$ cat src/rtl/aes_pkg.sv
// Shared AES constants: forward and inverse S-box tables, state size and the
// FSM state encoding used by the iterative byte-substitution stages.
package aes_pkg;

  localparam int unsigned AES_NB_BYTES = 16;

  typedef enum logic [1:0] {
    IDLE = 2'd0,
    RUN  = 2'd1,
    DONE = 2'd2
  } state_e;

  localparam logic [7:0] SBOX [256] = '{
    8'h63, 8'h7c, 8'h77, 8'h7b, 8'hf2, 8'h6b, 8'h6f, 8'hc5, 8'h30, 8'h01, 8'h67, 8'h2b, 8'hfe, 8'hd7, 8'hab, 8'h76,
    8'hca, 8'h82, 8'hc9, 8'h7d, 8'hfa, 8'h59, 8'h47, 8'hf0, 8'had, 8'hd4, 8'ha2, 8'haf, 8'h9c, 8'ha4, 8'h72, 8'hc0,
    8'hb7, 8'hfd, 8'h93, 8'h26, 8'h36, 8'h3f, 8'hf7, 8'hcc, 8'h34, 8'ha5, 8'he5, 8'hf1, 8'h71, 8'hd8, 8'h31, 8'h15,
    8'h04, 8'hc7, 8'h23, 8'hc3, 8'h18, 8'h96, 8'h05, 8'h9a, 8'h07, 8'h12, 8'h80, 8'he2, 8'heb, 8'h27, 8'hb2, 8'h75,
    8'h09, 8'h83, 8'h2c, 8'h1a, 8'h1b, 8'h6e, 8'h5a, 8'ha0, 8'h52, 8'h3b, 8'hd6, 8'hb3, 8'h29, 8'he3, 8'h2f, 8'h84,
    8'h53, 8'hd1, 8'h00, 8'hed, 8'h20, 8'hfc, 8'hb1, 8'h5b, 8'h6a, 8'hcb, 8'hbe, 8'h39, 8'h4a, 8'h4c, 8'h58, 8'hcf,
    8'hd0, 8'hef, 8'haa, 8'hfb, 8'h43, 8'h4d, 8'h33, 8'h85, 8'h45, 8'hf9, 8'h02, 8'h7f, 8'h50, 8'h3c, 8'h9f, 8'ha8,
    8'h51, 8'ha3, 8'h40, 8'h8f, 8'h92, 8'h9d, 8'h38, 8'hf5, 8'hbc, 8'hb6, 8'hda, 8'h21, 8'h10, 8'hff, 8'hf3, 8'hd2,
    8'hcd, 8'h0c, 8'h13, 8'hec, 8'h5f, 8'h97, 8'h44, 8'h17, 8'hc4, 8'ha7, 8'h7e, 8'h3d, 8'h64, 8'h5d, 8'h19, 8'h73,
    8'h60, 8'h81, 8'h4f, 8'hdc, 8'h22, 8'h2a, 8'h90, 8'h88, 8'h46, 8'hee, 8'hb8, 8'h14, 8'hde, 8'h5e, 8'h0b, 8'hdb,
    8'he0, 8'h32, 8'h3a, 8'h0a, 8'h49, 8'h06, 8'h24, 8'h5c, 8'hc2, 8'hd3, 8'hac, 8'h62, 8'h91, 8'h95, 8'he4, 8'h79,
    8'he7, 8'hc8, 8'h37, 8'h6d, 8'h8d, 8'hd5, 8'h4e, 8'ha9, 8'h6c, 8'h56, 8'hf4, 8'hea, 8'h65, 8'h7a, 8'hae, 8'h08,
    8'hba, 8'h78, 8'h25, 8'h2e, 8'h1c, 8'ha6, 8'hb4, 8'hc6, 8'he8, 8'hdd, 8'h74, 8'h1f, 8'h4b, 8'hbd, 8'h8b, 8'h8a,
    8'h70, 8'h3e, 8'hb5, 8'h66, 8'h48, 8'h03, 8'hf6, 8'h0e, 8'h61, 8'h35, 8'h57, 8'hb9, 8'h86, 8'hc1, 8'h1d, 8'h9e,
    8'he1, 8'hf8, 8'h98, 8'h11, 8'h69, 8'hd9, 8'h8e, 8'h94, 8'h9b, 8'h1e, 8'h87, 8'he9, 8'hce, 8'h55, 8'h28, 8'hdf,
    8'h8c, 8'ha1, 8'h89, 8'h0d, 8'hbf, 8'he6, 8'h42, 8'h68, 8'h41, 8'h99, 8'h2d, 8'h0f, 8'hb0, 8'h54, 8'hbb, 8'h16
  };

  localparam logic [7:0] INV_SBOX [256] = '{
    8'h52, 8'h09, 8'h6a, 8'hd5, 8'h30, 8'h36, 8'ha5, 8'h38, 8'hbf, 8'h40, 8'ha3, 8'h9e, 8'h81, 8'hf3, 8'hd7, 8'hfb,
    8'h7c, 8'he3, 8'h39, 8'h82, 8'h9b, 8'h2f, 8'hff, 8'h87, 8'h34, 8'h8e, 8'h43, 8'h44, 8'hc4, 8'hde, 8'he9, 8'hcb,
    8'h54, 8'h7b, 8'h94, 8'h32, 8'ha6, 8'hc2, 8'h23, 8'h3d, 8'hee, 8'h4c, 8'h95, 8'h0b, 8'h42, 8'hfa, 8'hc3, 8'h4e,
    8'h08, 8'h2e, 8'ha1, 8'h66, 8'h28, 8'hd9, 8'h24, 8'hb2, 8'h76, 8'h5b, 8'ha2, 8'h49, 8'h6d, 8'h8b, 8'hd1, 8'h25,
    8'h72, 8'hf8, 8'hf6, 8'h64, 8'h86, 8'h68, 8'h98, 8'h16, 8'hd4, 8'ha4, 8'h5c, 8'hcc, 8'h5d, 8'h65, 8'hb6, 8'h92,
    8'h6c, 8'h70, 8'h48, 8'h50, 8'hfd, 8'hed, 8'hb9, 8'hda, 8'h5e, 8'h15, 8'h46, 8'h57, 8'ha7, 8'h8d, 8'h9d, 8'h84,
    8'h90, 8'hd8, 8'hab, 8'h00, 8'h8c, 8'hbc, 8'hd3, 8'h0a, 8'hf7, 8'he4, 8'h58, 8'h05, 8'hb8, 8'hb3, 8'h45, 8'h06,
    8'hd0, 8'h2c, 8'h1e, 8'h8f, 8'hca, 8'h3f, 8'h0f, 8'h02, 8'hc1, 8'haf, 8'hbd, 8'h03, 8'h01, 8'h13, 8'h8a, 8'h6b,
    8'h3a, 8'h91, 8'h11, 8'h41, 8'h4f, 8'h67, 8'hdc, 8'hea, 8'h97, 8'hf2, 8'hcf, 8'hce, 8'hf0, 8'hb4, 8'he6, 8'h73,
    8'h96, 8'hac, 8'h74, 8'h22, 8'he7, 8'had, 8'h35, 8'h85, 8'he2, 8'hf9, 8'h37, 8'he8, 8'h1c, 8'h75, 8'hdf, 8'h6e,
    8'h47, 8'hf1, 8'h1a, 8'h71, 8'h1d, 8'h29, 8'hc5, 8'h89, 8'h6f, 8'hb7, 8'h62, 8'h0e, 8'haa, 8'h18, 8'hbe, 8'h1b,
    8'hfc, 8'h56, 8'h3e, 8'h4b, 8'hc6, 8'hd2, 8'h79, 8'h20, 8'h9a, 8'hdb, 8'hc0, 8'hfe, 8'h78, 8'hcd, 8'h5a, 8'hf4,
    8'h1f, 8'hdd, 8'ha8, 8'h33, 8'h88, 8'h07, 8'hc7, 8'h31, 8'hb1, 8'h12, 8'h10, 8'h59, 8'h27, 8'h80, 8'hec, 8'h5f,
    8'h60, 8'h51, 8'h7f, 8'ha9, 8'h19, 8'hb5, 8'h4a, 8'h0d, 8'h2d, 8'he5, 8'h7a, 8'h9f, 8'h93, 8'hc9, 8'h9c, 8'hef,
    8'ha0, 8'he0, 8'h3b, 8'h4d, 8'hae, 8'h2a, 8'hf5, 8'hb0, 8'hc8, 8'heb, 8'hbb, 8'h3c, 8'h83, 8'h53, 8'h99, 8'h61,
    8'h17, 8'h2b, 8'h04, 8'h7e, 8'hba, 8'h77, 8'hd6, 8'h26, 8'he1, 8'h69, 8'h14, 8'h63, 8'h55, 8'h21, 8'h0c, 8'h7d
  };

endpackage

$ cat src/rtl/inv_sbox.sv
// Single-byte AES inverse S-box as a combinational table lookup.
module inv_sbox
  import aes_pkg::*;
(
  input  logic [7:0] a,
  output logic [7:0] c
);

  assign c = INV_SBOX[a];

endmodule

$ cat src/rtl/inv_sub_byte_iter.sv
// Iterative AES InvSubBytes: BPC shared inverse S-boxes walk the 16-byte state
// MSB-first, one chunk per cycle, with valid/ready on both sides.
module inv_sub_byte_iter
  import aes_pkg::*;
#(
  parameter int unsigned BPC = 4
) (
  input  logic         clk,
  input  logic         rst_n,
  input  logic         in_valid,
  output logic         in_ready,
  input  logic [127:0] in_data,
  output logic         out_valid,
  input  logic         out_ready,
  output logic [127:0] out_data,
  output logic         busy
);

  localparam int unsigned NCHUNK = AES_NB_BYTES / BPC;
  localparam int unsigned CW     = (NCHUNK > 1) ? $clog2(NCHUNK) : 1;
  localparam int unsigned LW     = 8 * BPC;

  if (!(BPC == 1 || BPC == 2 || BPC == 4 || BPC == 8 || BPC == 16)) begin : g_bpc_check
    $error("inv_sub_byte_iter: BPC must be 1, 2, 4, 8 or 16");
  end

  state_e          state_q, state_d;
  logic [CW-1:0]   cnt_q, cnt_d;
  logic [127:0]    in_q;
  logic            accept_c;
  logic            last_c;
  logic [LW-1:0]   lane_in_c;
  logic [LW-1:0]   lane_out_c;

  // Byte-lane mux: pick the chunk addressed by the counter
  always_comb begin
    lane_in_c = '0;
    for (int k = 0; k < int'(NCHUNK); k++) begin
      if (cnt_q == CW'(k)) lane_in_c = in_q[127 - k*LW -: LW];
    end
  end

  for (genvar i = 0; i < int'(BPC); i++) begin : g_lane
    inv_sbox u_inv_sbox (
      .a (lane_in_c [LW-1-8*i -: 8]),
      .c (lane_out_c[LW-1-8*i -: 8])
    );
  end

  // Next-state logic; DONE is entered on the terminal count so the counter never wraps
  always_comb begin
    state_d  = state_q;
    cnt_d    = cnt_q;
    accept_c = 1'b0;
    last_c   = (cnt_q == CW'(NCHUNK - 1));
    case (state_q)
      IDLE: begin
        if (in_valid && in_ready) begin
          accept_c = 1'b1;
          cnt_d    = '0;
          state_d  = RUN;
        end
      end
      RUN: begin
        if (last_c) state_d = DONE;
        else        cnt_d   = cnt_q + CW'(1);
      end
      DONE: begin
        if (out_valid && out_ready) state_d = IDLE;
      end
      default: state_d = IDLE;
    endcase
  end

  always_ff @(posedge clk or negedge rst_n) begin
    if (!rst_n) begin
      state_q   <= IDLE;
      cnt_q     <= '0;
      in_q      <= '0;
      out_data  <= '0;
      in_ready  <= 1'b1;
      out_valid <= 1'b0;
      busy      <= 1'b0;
    end else begin
      state_q   <= state_d;
      cnt_q     <= cnt_d;
      in_ready  <= (state_d == IDLE);
      out_valid <= (state_d == DONE);
      busy      <= (state_d != IDLE);
      if (accept_c) in_q <= in_data;
      if (state_q == RUN) begin
        for (int k = 0; k < int'(NCHUNK); k++) begin
          if (cnt_q == CW'(k)) out_data[127 - k*LW -: LW] <= lane_out_c;
        end
      end
    end
  end

endmodule
$ cat config.mk
export PLATFORM = sky130hd
export DESIGN_NAME = inv_sub_byte_iter
export DESIGN_NICKNAME = d
export VERILOG_FILES = /design/src/rtl/aes_pkg.sv /design/src/rtl/inv_sbox.sv /design/src/rtl/inv_sub_byte_iter.sv
export SDC_FILE = /design/constraint.sdc
export NUM_CORES = 1
export LEC_CHECK = 0
export ABC_AREA = 1
export CAP_MARGIN = 20
export CORE_MARGIN = 2
export CORE_UTILIZATION = 42
export CTS_CLUSTER_DIAMETER = 100
export DETAILED_ROUTE_END_ITERATION = 10
export MAX_ROUTING_LAYER = met4
export PLACE_DENSITY = 0.61
export SETUP_SLACK_MARGIN = 0.5
export SYNTH_ARGS = -nofsm -noshare
export SYNTH_HDL_FRONTEND = slang
export SYNTH_SLANG_ARGS = --single-unit
$ cat constraint.sdc
create_clock -name clk -period 6.6 [get_ports clk]
set_clock_uncertainty 0.15 [all_clocks]
set_input_delay 0.66 -clock clk [delete_from_list [all_inputs] [get_ports clk]]
set_output_delay 0.66 -clock clk [all_outputs]
set_load 0.02 [all_outputs]
==> impl_metrics.csv, run 1 <==
group,metric,value,unit
final_layout,final_nets,4175,
floorplanning,initial_core_util,42.37,%
final_layout,most-common-layout-cells,"nand2_1 (1571), nand3_1 (1081), dfrtp_1 (262)",
floorplanning,dieHeight,239.5,microns
clock_network,htree_levels,1,
setup_path,cp-end-kind,"flip-flop",
floorplanning,ios,263,
sta,worst_slew_pin_slew,1115,ps
grt,globalRouteTotalUtil,38.62,%
drt,dr.pass1.iters,9,
sta,drv_slew,0,
worst_hold_path,hold_class,"in -> async",
clock_network,ctsRootBufferMaster,"clkbuf_16",
sta,hold_viol,37,
clock_network,cts_tree,"yes",
grt,grt_overflow_total,0,
drt,viasPerCell,6.022,
outcome,violations,"negative hold slack",
sta,slew_headroom,25.70,%
sta,fmax,198.0,MHz
drt,wl,110500,microns
grt,grt_pass1_wl,165300,microns
final_layout,fill_cells,5889,
setup_path,path_max_fanout,21,
clock_network,clock_latency,610,ps
clock_network,postCtsHoldBufs,0,
grt,antenna_found_initial,2,
logic_synthesis,synth-seq-cells,263,
outcome,status,"complete, but fails checks",
grt,grt_pass1_vias,26110,
drt,wire_per_inst,23.33,microns
final_layout,layout-drive-gt1-share,5.143,%
setup_path,reg2reg_to,"out_data[37]$_DFFE_PN0P_",
logic_synthesis,synth_cells,3875,
floorplanning,rows,86,
setup_path,reg2reg_slack,1550,ps
setup_path,reg2regPathDepth,21,
place,place.gp.congestion,1.065,
setup_path,r2r_start,"cnt_q[0]$_DFFE_PN0P_",
setup_path,critical_path_class,"reg -> reg",
clock_network,post_cts_buffers,0,
clock_network,clk_pin_slew,60,ps
place,io_buffers,262,
setup_path,cp-start-kind,"flip-flop",
logic_synthesis,synth_edf_count,0,
sta,fin_crit,5050,ps
floorplanning,dieArea,57370,sq um
logic_synthesis,syn_area_per_cell,6.012,sq um
drt,first_iter_violations,4592,
final_layout,layout_commonest_cell,"nand2_1",
place,dp.cells,4677,
setup_path,cp.arrival,5380,ps
sta,fin_setup_tns,0,ps
place,post-dp-hpwl,77620,microns
logic_synthesis,synth_area,23300,sq um
grt,grt_max_degree,151,
final_layout,syn_to_final_growth,15.94,%
logic_synthesis,synth-main-ff-cell,"dfrtp_1",
drt,drcViolationCount,0,
logic_synthesis,yosys_warnings,0,
place,place_area,25920,sq um
floorplanning,fp.coreArea,54990,sq um
drt,antenna_left,0,
clock_network,numClockSinks,263,
sta,setup_viol,0,
logic_synthesis,ys_seq_area_share,28.25,%
setup_path,worstPathRequired,6930,ps
clock_network,post_cts_resized,0,
sta,holdWs,-75.35,ps
final_layout,fin_cells,4736,
logic_synthesis,synth_async_sr_flop_share,100.0,%
final_layout,final_area,27010,sq um
logic_synthesis,ys_types,35,
logic_synthesis,syn_nets,4087,
sta,fin_crit_sh,76.51,%
drt,vias,28520,
job,cap_violations,0,
floorplanning,die_w,239.5,microns
clock_network,clockBufferDepth,3,
sta,rsz0062_at_grt,"false",
clock_network,numCtsBuffers,31,
## worst max path at each step
stage,depth (start not counted),end,start
finish,21,out_data[37]$_DFFE_PN0P_,cnt_q[0]$_DFFE_PN0P_
global route,21,out_data[37]$_DFFE_PN0P_,cnt_q[0]$_DFFE_PN0P_
CTS,21,out_data[37]$_DFFE_PN0P_,cnt_q[0]$_DFFE_PN0P_
detailed placement,21,out_data[37]$_DFFE_PN0P_,cnt_q[0]$_DFFE_PN0P_
global placement,21,out_data[37]$_DFFE_PN0P_,cnt_q[0]$_DFFE_PN0P_
floorplan,21,out_data[19]$_DFFE_PN0P_,cnt_q[0]$_DFFE_PN0P_
## metrics by stage
step	utilization, %	hold WS, ps	setup WS, ps
floorplan	-	214.4	3405
global placement	47.15	311.3	1617
detailed placement	47.15	314.1	1654
CTS	49.08	8.287	1643
global route	49.12	52.00	1211
finish	49.12	-75.35	1550
## layer usage
layer	track usage [%]	vias to the layer above	routed length, microns
met4	15.57	0	5390
met2	56.41	2118	47000
met1	52.78	13090	45350
met5	-	-	0
li1	-	12930	-
met3	6.730	383	12740
## worst max-delay path, stage by stage (launching register included)
cell	delay, ps
dfrtp_1	400
inv_1	120
ha_1	440
inv_1	200
nor2_4	540
nand2_1	100
nand2_1	80
nand2_1	90
nand2_2	280
inv_1	310
ha_1	510
nand3_1	460
nand2_1	220
inv_1	100
nand2_1	140
nand2_1	90
nand3_1	100
nand3_1	80
nand3_1	100
nand2_1	190
nand2_1	160
nand2_1	60
## cell usage after synthesis, types with 12 or more instances
master    count  area share, %
nor2_1      151            2.4
o21ai_1      12           0.26
buf_2       128            2.7
dfrtp_1     262             28
nand3_1    1081             23
a21oi_1     127            2.7
inv_1       138            2.2
clkbuf_1     62            1.0
o21ai_0      60            1.3
o211ai_1     18           0.58
inv_2        21           0.34
buf_4        25           0.81
buf_1        18           0.29
buf_6        13           0.63
ha_1         80            4.3
nand2_2      48            1.3
nand2_1    1573             25
## cell type report
cell class	instances	area, sq um	share of cell area [%]
Tap cell	748	935.9	3.465
Sequential cell	263	6583	24.37
Multi-Input combinational cell	3204	14860	55.03
Antenna cell	2	5.005	0.01853
Inverter	162	615.6	2.279
Clock buffer	43	890.9	3.298
Clock inverter	13	171.4	0.6346
Timing Repair Buffer	301	2945	10.90
## state kept, by name, summed over array words and instances (netlist names)
register,cells
in_q,128
busy,1
state_q,2
out_valid,1
in_ready,1
out_data,128
cnt_q,2
## cells by family (layout without fill, tap and decap cells)
logic type,after synthesis,in the layout,synth area share [%]
buf+inv,408,519,8.104
compound gates,244,244,6.085
simple gates,2880,2880,53.26
other cells,0,2,0
fa+ha+maj,80,80,4.296
flops,263,263,28.25
Power of run 1 is left out: the tool's default activity adds up to more than one toggle a clock period on the data nets, which glitch-free logic cannot reach.
==> inputs of run 2 (changes only) <==
- PLACE_DENSITY: 0.61 -> 0.63
- clock period: 6.6 -> 4.3 ns (I/O delays scaled with it)
==> run 2 against run 1 <==
Against the previous run: the run now ends clean; worst hold slack better by 260 ps; critical path depth is 3 lower; global-route usage rose by 0.93 points; via count grew 0.45%; count of clock-buffer cells in the layout down 4; sequential share of layout area fell by 0.85 points; wire length up 2.2%; largest cell class unchanged.
==> impl_metrics.csv, run 2 (synthesis results as in run 1) <==
group,metric,value,unit
place,post-dp-hpwl,80920,microns
drt,wire_per_inst,23.50,microns
final_layout,largestRegisters,"in_q x128, out_data x128",
drt,drcViolationCount,0,
floorplanning,ios,263,
drt,wl,112900,microns
clock_network,cts_tree,"yes",
sta,fmax,270.9,MHz
sta,worst_slew_pin_slew,1031,ps
floorplanning,dieArea,57370,sq um
sta,slew_headroom,31.21,%
sta,fin_crit,3692,ps
sta,setup_viol,0,
grt,grt_pass1_vias,26850,
place,place.gp.congestion,1.064,
final_layout,syn_to_final_growth,20.14,%
floorplanning,rows,86,
job,cap_violations,0,
setup_path,path_max_fanout,11,
sta,drv_slew,0,
grt,grt_overflow_total,0,
drt,antenna_left,0,
clock_network,numClockSinks,263,
floorplanning,dieHeight,239.5,microns
outcome,status,"completed",
sta,fin_crit_sh,85.86,%
setup_path,cp.arrival,4100,ps
final_layout,most-common-layout-cells,"nand2_1 (1545), nand3_1 (1055), dfrtp_1 (261), clkdlybuf4s50_1 (261), nor2_1 (144)",
final_layout,final_nets,4245,
final_layout,layout_commonest_cell,"nand2_1",
drt,first_iter_violations,4292,
clock_network,clockBufferDepth,3,
grt,grt_max_degree,102,
grt,globalRouteTotalUtil,39.55,%
final_layout,layout-drive-gt1-share,8.629,%
clock_network,clk_pin_slew,60,ps
clock_network,htree_levels,1,
setup_path,cp-start-kind,"flip-flop",
worst_hold_path,hold_class,"in -> reg",
clock_network,clock_latency,620,ps
setup_path,worstPathRequired,4710,ps
floorplanning,initial_core_util,42.37,%
grt,grt_pass1_wl,169100,microns
floorplanning,fp.coreArea,54990,sq um
floorplanning,die_w,239.5,microns
drt,viasPerCell,5.961,
sta,fin_setup_tns,0,ps
drt,dr.pass1.iters,10,
clock_network,ctsRootBufferMaster,"clkbuf_16",
setup_path,critical_path_class,"reg -> reg",
drt,vias,28650,
sta,hold_viol,0,
grt,antenna_found_initial,2,
clock_network,numCtsBuffers,31,
place,io_buffers,262,
sta,rsz0062_at_grt,"true",
setup_path,cp-end-kind,"flip-flop",
run 2: cell count changes in the layout (fill, tap and decap cells not counted), moves of 10 or more:
cell     previous run  this run
nand2_2            50        69
nand3_2             2        26
ha_1               79        65
nand3_1          1081      1055
nand2_1          1571      1545
ha_2                1        11
buf_4              37        95
run 2: what timing repair did:
| action | 4_1_cts | 5_1_grt |
|---|---|---|
| hold endpoints to repair | 92 | 0 |
| pin swaps | 2 | 3 |
| gates resized for setup | 19 | 85 |
| hold buffers | 1 | 0 |
| setup buffers | 3 | 6 |
| setup endpoints to repair | 84 | 128 |
run 2: final timing paths:
check                                          start                        end  slack, ps  cells past startpoint
min reg2reg                out_data[108]$_DFFE_PN0P_  out_data[108]$_DFFE_PN0P_        320                      2
max in group asynchronous                      rst_n   out_data[29]$_DFFE_PN0P_       2710                      3
max reg2reg                     cnt_q[0]$_DFFE_PN0P_   out_data[18]$_DFFE_PN0P_        610                     18
min in group asynchronous                      rst_n       in_q[67]$_DFFE_PN0P_        240                      2
max                             cnt_q[0]$_DFFE_PN0P_   out_data[18]$_DFFE_PN0P_        610                     18
min                                     in_data[118]      in_q[118]$_DFFE_PN0P_        190                      3
run 2: cell type report:
| type | count | area, sq um |
|---|---|---|
| fill | 5731 | 27000 |
| clock buffer | 39 | 835.8 |
| multi-input combinational | 3204 | 15240 |
| antenna | 2 | 5.005 |
| inverter | 162 | 629.4 |
| clock inverter | 17 | 171.4 |
| sequential | 263 | 6584 |
| tap | 748 | 935.9 |
| timing repair buffer | 371 | 3588 |
run 2: routing by layer:
metal	wire, microns	track usage, %
met1	45820	53.22
met2	47940	57.42
met3	13170	7.687
met4	6006	17.61
met5	0	-
run 2: critical path, stage by stage (launching register included):
cell,delay (ps)
dfrtp_2,460
inv_2,100
ha_1,170
buf_4,180
nand2_1,70
nand2_1,50
nand3_1,150
a21oi_4,350
ha_1,290
inv_1,110
nand2_2,240
nand3_1,340
nand3_1,190
nand3_1,90
nand3_1,120
nand3_1,80
nand2_1,340
nand2_1,90
nand2_1,70
run 2: per-stage QoR:
stage / setup WS, ps / cell area, sq um / hold WS (ps) / utilization [%] / std cells
after global routing: 460.4 / 27990 / 193.9 / 50.90 / 4806
after global placement: 386.7 / 26490 / 311.7 / 48.18 / 4738
after CTS: 448.7 / 27620 / 175.4 / 50.23 / 4798
final: 608.2 / 27990 / 188.5 / 50.90 / 4806
after floorplan: 1105 / 23300 / -15.59 / - / 3875
after detailed placement: 350.9 / 26490 / 311.1 / 48.18 / 4738
Power of run 2 is left out for the same reason.
